### src/rtl/ram_seq_pkg.sv
// Shared constants and the controller state type for the sample-buffer
// capture/playback sequencer.
package ram_seq_pkg;

  // Buffer geometry: words held, address width, sample width.
  localparam int DEPTH = 87424;
  localparam int AW    = 17;
  localparam int DW    = 16;

  // Controller operating modes.
  typedef enum logic [1:0] {
    IDLE    = 2'd0,
    CAPTURE = 2'd1,
    PLAY    = 2'd2
  } seq_state_t;

endpackage

### src/rtl/ram_rd_skid.sv
// Two-entry skid FIFO that absorbs RAM read data while the playback
// consumer stalls. Flush empties it immediately and wins over push/pop.
module ram_rd_skid #(
  parameter int DW = ram_seq_pkg::DW
) (
  input  logic          clk,
  input  logic          rst_n,
  input  logic          flush,
  input  logic          push,
  input  logic [DW-1:0] push_data,
  input  logic          pop,
  output logic          valid,
  output logic [DW-1:0] head,
  output logic [1:0]    count
);

  logic [DW-1:0] mem [2];
  logic          wr_idx;
  logic          rd_idx;
  logic [1:0]    cnt;
  logic          do_push;
  logic          do_pop;

  // A push into a full FIFO is only accepted when the head leaves in the
  // same cycle; a pop of an empty FIFO is ignored.
  always_comb begin
    do_pop  = pop && (cnt != 2'd0);
    do_push = push && ((cnt != 2'd2) || do_pop);
  end

  // Storage, pointers and occupancy.
  always_ff @(posedge clk or negedge rst_n) begin
    if (!rst_n) begin
      mem[0] <= '0;
      mem[1] <= '0;
      wr_idx <= 1'b0;
      rd_idx <= 1'b0;
      cnt    <= 2'd0;
    end else if (flush) begin
      wr_idx <= 1'b0;
      rd_idx <= 1'b0;
      cnt    <= 2'd0;
    end else begin
      if (do_push) begin
        mem[wr_idx] <= push_data;
        wr_idx      <= ~wr_idx;
      end
      if (do_pop) begin
        rd_idx <= ~rd_idx;
      end
      cnt <= cnt + 2'(do_push) - 2'(do_pop);
    end
  end

  assign valid = (cnt != 2'd0);
  assign head  = mem[rd_idx];
  assign count = cnt;

endmodule

### src/rtl/ram_seq_ctrl.sv
// Capture/playback sequencer for a single-port sample RAM.
// Capture streams cap_data into RAM from address 0; playback streams the
// last completed capture back out, optionally looping until abort.
//
// Stream handshakes (capture and playback alike): a word transfers in a
// cycle where valid and ready are both 1 at the rising clock edge; valid
// never depends on ready, and data is held while valid=1 and ready=0.
module ram_seq_ctrl #(
  parameter int DEPTH = ram_seq_pkg::DEPTH,
  parameter int AW    = ram_seq_pkg::AW,
  parameter int DW    = ram_seq_pkg::DW
) (
  input  logic          clk,
  input  logic          rst_n,
  input  logic          cap_start,
  input  logic          play_start,
  input  logic          play_loop,
  input  logic          abort,
  input  logic [AW-1:0] cap_len,
  input  logic          cap_valid,
  input  logic [DW-1:0] cap_data,
  output logic          cap_ready,
  output logic          out_valid,
  output logic [DW-1:0] out_data,
  input  logic          out_ready,
  output logic [AW-1:0] stored_len,
  output logic          busy,
  output logic          done,
  output logic [AW-1:0] ram_addr,
  output logic          ram_wr_en,
  output logic [DW-1:0] ram_wr_data,
  output logic          ram_rd_en,
  input  logic [DW-1:0] ram_rd_data
);

  import ram_seq_pkg::*;

  localparam logic [AW-1:0] DEPTH_W = AW'(DEPTH);

  seq_state_t    state;
  seq_state_t    state_nxt;

  logic [AW-1:0] wr_ptr;
  logic [AW-1:0] rd_ptr;
  logic [AW-1:0] len_r;
  logic [AW-1:0] stored_len_r;
  logic [AW-1:0] len_clamped;
  logic          loop_r;
  logic          rd_inflight;
  logic          rd_finished;
  logic          done_r;

  logic          skid_valid;
  logic [DW-1:0] skid_head;
  logic [1:0]    skid_count;
  logic          skid_pop;
  logic          skid_flush;
  logic [1:0]    occupancy;
  logic          wr_last;
  logic          rd_last;
  logic          play_last_pop;

  // Requested capture length saturates at the buffer size.
  assign len_clamped = (cap_len > DEPTH_W) ? DEPTH_W : cap_len;

  // Words that will sit in the skid once this cycle's pop and the
  // outstanding read settle; counting the pop keeps one word per cycle.
  assign skid_pop   = skid_valid && out_ready;
  assign occupancy  = 2'(rd_inflight) + skid_count - 2'(skid_pop);
  assign skid_flush = abort && (state != IDLE);

  assign wr_last = (wr_ptr == len_r - AW'(1));
  assign rd_last = (rd_ptr == stored_len_r - AW'(1));

  // The final non-looping word leaves: no read pending and nothing behind it.
  assign play_last_pop = skid_pop && rd_finished && !rd_inflight &&
                         (skid_count == 2'd1);

  // State register.
  always_ff @(posedge clk or negedge rst_n) begin
    if (!rst_n) begin
      state <= IDLE;
    end else begin
      state <= state_nxt;
    end
  end

  // Next-state and RAM/stream port decode; abort overrides everything else.
  always_comb begin
    state_nxt   = state;
    cap_ready   = 1'b0;
    ram_wr_en   = 1'b0;
    ram_rd_en   = 1'b0;
    ram_addr    = '0;
    ram_wr_data = '0;
    unique case (state)
      IDLE: begin
        if (!abort) begin
          if (cap_start) begin
            if (len_clamped != '0) state_nxt = CAPTURE;
          end else if (play_start) begin
            if (stored_len_r != '0) state_nxt = PLAY;
          end
        end
      end
      CAPTURE: begin
        cap_ready = 1'b1;
        if (cap_valid) begin
          ram_wr_en   = 1'b1;
          ram_addr    = wr_ptr;
          ram_wr_data = cap_data;
        end
        if (abort) begin
          state_nxt = IDLE;
        end else if (cap_valid && wr_last) begin
          state_nxt = IDLE;
        end
      end
      PLAY: begin
        if (!abort && !rd_finished && (occupancy < 2'd2)) begin
          ram_rd_en = 1'b1;
          ram_addr  = rd_ptr;
        end
        if (abort || play_last_pop) begin
          state_nxt = IDLE;
        end
      end
      default: state_nxt = IDLE;
    endcase
  end

  // Pointers, lengths, loop mode and the registered done pulse.
  always_ff @(posedge clk or negedge rst_n) begin
    if (!rst_n) begin
      wr_ptr       <= '0;
      rd_ptr       <= '0;
      len_r        <= '0;
      stored_len_r <= '0;
      loop_r       <= 1'b0;
      rd_finished  <= 1'b0;
      done_r       <= 1'b0;
    end else begin
      done_r <= 1'b0;
      unique case (state)
        IDLE: begin
          if (!abort) begin
            if (cap_start) begin
              wr_ptr <= '0;
              len_r  <= len_clamped;
              if (len_clamped == '0) begin
                stored_len_r <= '0;
                done_r       <= 1'b1;
              end
            end else if (play_start) begin
              rd_ptr      <= '0;
              loop_r      <= play_loop;
              rd_finished <= 1'b0;
              if (stored_len_r == '0) done_r <= 1'b1;
            end
          end
        end
        CAPTURE: begin
          if (!abort && cap_valid) begin
            wr_ptr <= wr_ptr + AW'(1);
            if (wr_last) begin
              stored_len_r <= len_r;
              done_r       <= 1'b1;
            end
          end
        end
        PLAY: begin
          if (ram_rd_en) begin
            if (rd_last) begin
              if (loop_r) rd_ptr <= '0;
              else        rd_finished <= 1'b1;
            end else begin
              rd_ptr <= rd_ptr + AW'(1);
            end
          end
          if (!abort && play_last_pop) done_r <= 1'b1;
        end
        default: ;
      endcase
    end
  end

  // A read issued this cycle returns data next cycle; abort suppresses the
  // read, so nothing is left in flight afterwards.
  always_ff @(posedge clk or negedge rst_n) begin
    if (!rst_n) begin
      rd_inflight <= 1'b0;
    end else begin
      rd_inflight <= ram_rd_en;
    end
  end

  ram_rd_skid #(.DW(DW)) u_skid (
    .clk       (clk),
    .rst_n     (rst_n),
    .flush     (skid_flush),
    .push      (rd_inflight),
    .push_data (ram_rd_data),
    .pop       (skid_pop),
    .valid     (skid_valid),
    .head      (skid_head),
    .count     (skid_count)
  );

  assign out_valid  = skid_valid;
  assign out_data   = skid_valid ? skid_head : '0;
  assign stored_len = stored_len_r;
  assign busy       = (state != IDLE);
  assign done       = done_r;

endmodule
### config.mk
export PLATFORM = sky130hd
export DESIGN_NAME = ram_seq_ctrl
export DESIGN_NICKNAME = d
export VERILOG_FILES = /design/src/rtl/ram_seq_pkg.sv /design/src/rtl/ram_rd_skid.sv /design/src/rtl/ram_seq_ctrl.sv
export SDC_FILE = /design/constraint.sdc
export NUM_CORES = 1
export LEC_CHECK = 0
export BUFFER_PORTS_ARGS = -buffer_cell sky130_fd_sc_hd__buf_2
export CORE_MARGIN = 2
export CORE_UTILIZATION = 61
export DETAILED_ROUTE_END_ITERATION = 10
export GPL_TIMING_DRIVEN = 1
export PLACE_DENSITY = 0.94
export SLEW_MARGIN = 5
export SYNTH_ARGS = -nofsm -noshare
export SYNTH_HDL_FRONTEND = slang
export SYNTH_SLANG_ARGS = --single-unit
### constraint.sdc
create_clock -name clk -period 6.3 [get_ports clk]
set_clock_uncertainty 0.15 [all_clocks]
set_input_delay 0.315 -clock clk [delete_from_list [all_inputs] [get_ports clk]]
set_output_delay 0.315 -clock clk [all_outputs]
set_load 0.05 [all_outputs]
==> impl_results.md, run 1 <==
* Status: finished clean
* Mux contribution to synthesized area at about 7.5%
* Die width at 113 µm
* CTS tree: yes
* First-pass GRT wire length at 31900 µm
* CTS root buffer: clkbuf_16
* CP Class: reg -> out
* Max Cap Violations at 0
* Min Tclk post-route at 4.53 ns
* Worst-path clk slew at 0.08 ns
* Fin nets at 948
* Post-synthesis average cell area at 9.03 µm²
* CTS resizes at 0
* Worst Path Max Fanout at 19
* Comb power frac at 48.3%
* Share of layout cells above drive strength 1 at between 20% and 30%
* Drt total wl at just under 20000 µm
* Yosys cell types at 75
* Initial Utilization at a little over three fifths
* Largest net degree at the start of global routing at 63
* Ys flop type: dfrtp_1
* Fin. max-slew vios at 0
* Post-Syn Instances at 798
* # H-tree levels at 3
* Warnings, synthesis at 0
* Setup TNS at 0 ns
* Total power at 3.46 mW
* Part of the power in the clock network at 16.5%
* ANT nets after route at 0
* Clock Latency Late Sink at 0.36 ns
* Initial antenna violation count at 0
* DR pass1 iterations at 6
* Power per standard cell area at around 430 nW/µm²
* P_int at around 1.8 mW
* RSZ-0062 raised after global routing: no
* Psw at 1.71 mW
* Clk buf depth at 2
* Die area at around 13000 µm²
* DRC viols at 0
* Worst VDD drop at 239 µV
* Synthesized net count at 866
* Dominant combinational cell family by area after synthesis: simple AND/OR/NAND/NOR gates
* Leak Pwr at around 3.6 nW
* Post-synth top area share at 38.2%
* Cell taking the most area after synthesis: dfrtp_1
* Sw frac at 49.4%
* Place WS at 2.26 ns
* Post-DR wirelength/cell at 18.9 µm
* Routability-driven placement congestion ratio at 0.934
* Clk sink count at 110
* Endpoints failing setup at 0
* Synthesized-area fraction occupied by and/or/nand/nor cells at approximately 25%
* Sequential-to-total area share from yosys stat at about two fifths
* # diodes at 0
* Mapped Area at roughly 7200 µm²
* Synth async-reset ratio at 100%
* Worst setup EP type: output pin
* Hold WC Path Type: in -> reg
* Number of enable flip-flop cells after synthesis at 0
* Top post-synthesis cells by area: dfrtp_1 38%, mux2_2 5.2%, nand2_1 4.3%
* Hpwl dp at roughly 14000 µm
* DR vias/cell at 6.51
* Area Growth Syn to Fin at 12.4%
* FF+latch count, synth at 110
* Number of I/O port buffers at 128
* Synth Area in XOR/XNOR at 5.84%
* Sequential share of power at about a third
* Total track usage at 31.2%
* Congestion Overflow GR at 0
* Die height at 113 µm
* Core box area at 11500 µm²
* Fmax at 221 MHz
* Least-Margin Pin Slew at 1.23 ns
* Nature of the critical path startpoint: flip-flop
* Storage cell area at approximately 2800 µm²
* Synth Area in Compound Gates at 16.4%
* Final worst-path cycle share at 71.9%
* Row count at 39
* Final Hold Fails at 0
* CP arrival at 4.07 ns
* Cts bufs inserted at 9
* Final-layout fill cell count at 843
* Fraction of the mapped netlist area in adder cells at 1.91%
* Ports at ~130
* Multi-input gate area at 4080 µm²
* Vias in the first global route at about 6200
* Worst Path Required at ~5.8 ns
* R2R Setup Slk at 2.05 ns
* Via Count at 6691
* Setup ws final at 1.77 ns
* Drt initial violations at 954
* Relative slew slack at 17.9%
==> layout make-up <==
cell class / count / share of cell area (%)
repair buffers: 135 / 8.62
clock buffers: 10 / 2.95
well taps: 143 / 2.21
inverters: 23 / 1.07
flip-flops and latches: 110 / 34.0
multi-input cells: 601 / 50.4
clock inverters: 6 / 0.788
==> worst max-delay path, stage by stage, from the launching register on <==
cell     delay (ns)
dfrtp_1        0.44
nor2_1         0.96
nor2b_1        0.24
ha_1           0.37
nor2b_1        0.14
xnor2_1        0.08
or3_1          0.36
nor2_1         0.16
buf_4          0.27
a22oi_1        0.13
nor2b_1        0.24
buf_2          0.30
==> Yosys cell counts, types with 17 or more instances <==
cell type,instances
o21ai_0,18
a21oi_1,17
a22oi_1,18
inv_1,23
mux2i_1,17
clkbuf_1,50
o211ai_1,17
xor2_1,18
nand3_1,32
xnor2_1,30
and3_1,22
dfrtp_1,110
nor2b_1,24
mux2_2,33
nor2_1,54
nand2_1,83
nand4_1,28
==> cell usage in the layout (no fill, tap or decap), types with 4 or more instances in the layout <==
master	count
nand3b_1	5
xnor2_1	30
inv_1	23
nand4b_1	4
a211oi_1	4
nand4_1	28
nor2_1	54
and2_1	6
o211ai_1	17
o311ai_1	13
clkbuf_16	9
nand2_1	83
or4_1	8
buf_4	7
a21oi_1	17
nor2b_1	24
a22oi_1	18
or3_1	14
nor4_1	12
o221ai_1	5
dfrtp_1	110
buf_2	127
a21o_1	7
nand2b_1	5
o22a_1	5
xor2_1	18
mux2i_1	17
nor3_1	14
a22o_1	13
or2_2	8
and3_1	22
nand3_1	32
mux2_2	33
o21ai_0	18
nand2_2	7
ha_1	10
==> kinds of logic (layout without fill, tap and decap cells) <==
group | count (synthesis) | count (layout)
AO/OA/AOI/OAI | 154 | 154
XOR/XNOR | 48 | 48
adder cells (fa/ha/maj) | 11 | 11
buffers and inverters | 87 | 174
flip-flops | 110 | 110
multiplexers | 50 | 50
AND/OR/NAND/NOR | 338 | 338
==> flip-flops by register name (all words and copies together) (netlist names), 2 cells and up <==
register / flops
wr_ptr: 17
state: 2
rd_ptr: 17
u_skid.count: 2
u_skid.mem: 32
len_r: 17
stored_len: 17
==> stage by stage <==
step,util (%),cells,hold WS (ns),instance area [µm²]
2_1_floorplan,-,798,-0.131,7200
3_3_place_gp,67.9,1011,0.215,7780
3_5_place_dp,67.9,1011,0.223,7780
4_1_cts,70.6,1028,0.0409,8100
5_1_grt,70.6,1028,0.0504,8100
6_report,70.6,1028,0.0388,8100
==> repair_timing <==
action                                  4_1_cts  5_1_grt
setup buffers                                 0        0
endpoints found under the setup margin        0        0
hold buffers                                  1        0
endpoints found under the hold margin        50        0
==> power by group through the flow <==
stage | clock [mW] | combinational, mW | sequential, mW
CTS | 0.575 | 1.66 | 1.20
finish | 0.572 | 1.67 | 1.22
global route | 0.612 | 1.80 | 1.24
floorplan | 0 | 1.30 | 1.18
global placement | 0 | 1.59 | 1.19
detailed placement | 0 | 1.64 | 1.21
==> per-layer routing <==
layer	vias up	wire, µm	track usage [%]
li1	3060	-	-
met2	339	9370	50.3
met1	3252	8050	43.5
met5	-	0	0
met4	0	468	10.1
met3	40	1540	5.02
==> final timing paths <==
check	from	to	cells after the start
setup / recovery	u_skid.count[1]$_DFF_PN0_	ram_addr[4]	11
hold / removal	cap_len[2]	len_r[2]$_DFFE_PN0P_	2
setup reg to reg	u_skid.count[1]$_DFF_PN0_	rd_ptr[2]$_DFFE_PN0P_	11
hold reg to reg	u_skid.mem[27]$_DFFE_PN0P_	u_skid.mem[27]$_DFFE_PN0P_	1
max in group asynchronous	rst_n	stored_len[7]$_DFFE_PN0P_	3
min in group asynchronous	rst_n	wr_ptr[7]$_DFFE_PN0P_	2
(Power assumes the default switching activity.)
==> run 2, diff against run 1 <==
--- a/config.mk
+++ b/config.mk
@@ -5,12 +5,13 @@
 export SDC_FILE = /design/constraint.sdc
 export NUM_CORES = 1
 export LEC_CHECK = 0
+export ABC_AREA = 1
 export BUFFER_PORTS_ARGS = -buffer_cell sky130_fd_sc_hd__buf_2
 export CORE_MARGIN = 2
-export CORE_UTILIZATION = 61
+export CORE_UTILIZATION = 58
 export DETAILED_ROUTE_END_ITERATION = 10
 export GPL_TIMING_DRIVEN = 1
-export PLACE_DENSITY = 0.94
+export PLACE_DENSITY = 0.9
 export SLEW_MARGIN = 5
 export SYNTH_ARGS = -nofsm -noshare
 export SYNTH_HDL_FRONTEND = slang
==> constraint.sdc (replaced) <==
create_clock -name clk -period 4.65 [get_ports clk]
set_clock_uncertainty 0.15 [all_clocks]
set_input_delay 0.2325 -clock clk [delete_from_list [all_inputs] [get_ports clk]]
set_output_delay 0.2325 -clock clk [all_outputs]
set_load 0.05 [all_outputs]
==> impl_results.md, run 2 <==
* Status: finished, violations left
* Failing checks: negative hold slack
* Place WS at 1.56 ns
* Setup TNS at 0 ns
* Final-layout fill cell count at around 1100
* Slowest stage delay, CP at 0.77 ns
* DRC viols at 0
* Die height at 119 µm
* Worst Hold Launch: cap_len[6]
* Crit path cell chain: inv_1 > ha_1 > clkinv_1 > nor2_2 > nand2_1 > a21oi_1 > buf_2
* Top delay family on crit path: simple AND/OR/NAND/NOR gates
* Power per standard cell area at roughly 690 nW/µm²
* Synth Area in Compound Gates at 10.2%
* Vias in the first global route at 7431
* Hold EP: len_r[6]$_DFFE_PN0P_
* R2R Setup Slk at 1.38 ns
* Post-synth top area share at 35.7%
* Dominant combinational cell family by area after synthesis: simple AND/OR/NAND/NOR gates
* Synthesized-area fraction occupied by and/or/nand/nor cells at about 37%
* Hold Path Depth at 3
* First-pass GRT wire length at 35800 µm
* DR vias/cell at 5.49
* Top reg by flops: u_skid.mem
* Most common cell in the netlist: nand2_1
* DR pass1 iterations at 8
* Routability-driven placement congestion ratio at 1.01
* Post-Syn Instances at 1143
* Area Growth Syn to Fin at 15.7%
* Synthesized net count at 1211
* Synth Area in XOR/XNOR at 5.42%
* Worst VDD drop at 397 µV
* Clk sink count at 110
* Clock Latency Late Sink at 0.37 ns
* Top post-synthesis cells by area: dfrtp_1 36%, nand2_1 18%, inv_1 7.0%
* Via Count at 7943
* Post-DR wirelength/cell at 15.1 µm
* Critical path buffers and inverters at 3
* CP Class: reg -> out
* Final worst-path cycle share at 76.6%
* Number of I/O port buffers at roughly 130
* Fin nets at 1334
* Worst-path clk slew at 0.08 ns
* # diodes at 0
* Worst Path Max Fanout at 19
* Mux contribution to synthesized area at 0%
* Warnings, synthesis at 0
* Synth top cells by count: 368 x nand2_1, 144 x inv_1, 116 x nor2_1
* Clk buf depth at 2
* Hpwl dp at between 15000 and 20000 µm
* Mapped Area at approximately 7700 µm²
* Congestion Overflow GR at 0
* Fin. max-slew vios at 0
* Number of enable flip-flop cells after synthesis at 0
* Total track usage at approximately a third
* Initial Utilization at 58.7%
* Max Cap Violations at 0
* RSZ-0062 raised after global routing: no
* Yosys cell types at 48
* Worst setup EP type: output pin
* Ports at 129
* Least-Margin Pin Slew at 1.07 ns
* Post-CTS setup buffers at 0
* Sequential-to-total area share from yosys stat at about 36%
* Row count at between 40 and 50
* Worst reg2reg path endpoint: wr_ptr[12]$_DFFE_PN0P_
* Final Hold Fails at 1
* Leak Pwr at 4.67 nW
* Endpoints failing setup at 0
* FF-to-FF Start: state[1]$_DFFE_PN0P_
* Core box area at 13100 µm²
* Worst hold slack at -0.000155 ns
* Drt total wl at 21900 µm
* Max FFs per register at 32
* FF+latch count, synth at 110
* ANT nets after route at 0
* Cell taking the most area after synthesis: dfrtp_1
* Die area at 14200 µm²
* CP arrival at 3.18 ns
* Cts bufs inserted at 9
* Fmax at between 200 and 300 MHz
* Setup ws final at 1.09 ns
* Die width at around 120 µm
* Min Tclk post-route at roughly 3.6 ns
* Largest net degree at the start of global routing at 67
* Relative slew slack at approximately 29%
* Most frequent cells in the layout: 368 x nand2_1, 144 x inv_1, 127 x buf_2
* Post-synthesis average cell area at 6.75 µm²
* CP Launch Point: state[0]$_DFFE_PN0P_
* Fraction of the mapped netlist area in adder cells at 1.78%
* Share of layout cells above drive strength 1 at 16.1%
* # H-tree levels at 3
* Drt initial violations at slightly below 1000
* Nature of the critical path startpoint: flip-flop
* Worst Path Required at 4.27 ns
* Most common cell after layout, fill and taps aside: nand2_1
* Synth async-reset ratio at 100%
* Initial antenna violation count at 0
* Hold WC Path Type: in -> reg
* Slowest CP cell: nor2_2
* Ys flop type: dfrtp_1
* CTS root buffer: clkbuf_16
* CTS tree: yes
* Reg2reg path depth at 13
run 2: cell count changes after synthesis, moves of 16 or more:
cell,previous run,this run
nand2_1,83,368
inv_1,23,144
nor2_1,54,116
nand3_1,32,74
o21ai_0,18,55
mux2_2,33,0
a21oi_1,17,49
clkbuf_1,50,21
nor2b_1,24,0
and3_1,22,0
a22oi_1,18,1
mux2i_1,17,0
o211ai_1,17,1
run 2: cells by family (layout without fill, tap and decap cells):
kind of cell,Yosys count,in the layout
xor gates and xnor gates,46,46
AOI/OAI and AO/OA,138,138
adders and majority gates,11,11
and+or+nand+nor,644,644
DFF,110,110
buffers and inverters,194,322
run 2: worst register-to-register path, cell delays in order, from the launching register on:
cell and delay, ns:
dfrtp_1 0.42, inv_1 0.10, ha_1 0.66, nand2_1 0.23
o22ai_1 0.16, nand2_1 0.25, nor3_1 0.29, nand2_1 0.12
nor2_1 0.13, inv_1 0.10, nor2_2 0.21, nand3_1 0.13
o21ai_0 0.16, a21oi_1 0.06
run 2: final cells by class:
class / instances / area, µm² / area share [%]
Clock buffer: 9 / 225 / 2.52
Clock inverter: 7 / 98.8 / 1.11
Inverter: 153 / 574 / 6.43
Multi-Input combinational cell: 839 / 4170 / 46.7
Sequential cell: 110 / 2750 / 30.8
Tap cell: 176 / 220 / 2.47
Timing Repair Buffer: 153 / 888 / 9.95
run 2: repair_timing:
item	CTS	global route
hold buffers	23	0
resized for setup	0	0
hold endpoints to repair	103	0
run 2: worst max path at each step:
| stage | to | slack [ns] | cells past startpoint |
|---|---|---|---|
| after detailed placement | ram_addr[16] | 1.56 | 10 |
| after CTS | ram_addr[16] | 1.15 | 10 |
| after global placement | ram_addr[8] | 1.65 | 10 |
| final | ram_addr[16] | 1.09 | 7 |
| after global routing | ram_addr[16] | 0.76 | 10 |
| after floorplan | ram_addr[11] | 1.04 | 12 |
run 2: per-layer routing:
| metal | global-route usage [%] | vias to the layer above | wire length [µm] |
|---|---|---|---|
| met1 | 41.9 | 3620 | 8940 |
| met4 | 12.6 | 0 | 546 |
| met3 | 7.61 | 50 | 2510 |
| li1 | - | 3835 | - |
| met2 | 49.8 | 438 | 9860 |
| met5 | 0 | - | 0 |
run 2: report_power, final:
group | internal (mW) | total (mW) | switching [mW]
Clock | 0.396 | 0.823 | 0.427
Sequential | 1.25 | 1.66 | 0.412
Combinational | 1.10 | 3.69 | 2.59
run 2: through the flow:
stage | hold WS [ns] | cells | util, % | total power, mW | cell area, µm²
2_1_floorplan | -0.213 | 1143 | - | 4.53 | 7710
3_3_place_gp | 0.223 | 1408 | 63.7 | 5.18 | 8370
3_5_place_dp | 0.221 | 1408 | 63.7 | 5.26 | 8370
4_1_cts | 0.00155 | 1447 | 68.0 | 6.12 | 8930
5_1_grt | 0.0150 | 1447 | 68.0 | 6.67 | 8930
6_report | -0.000155 | 1447 | 68.0 | 6.18 | 8930
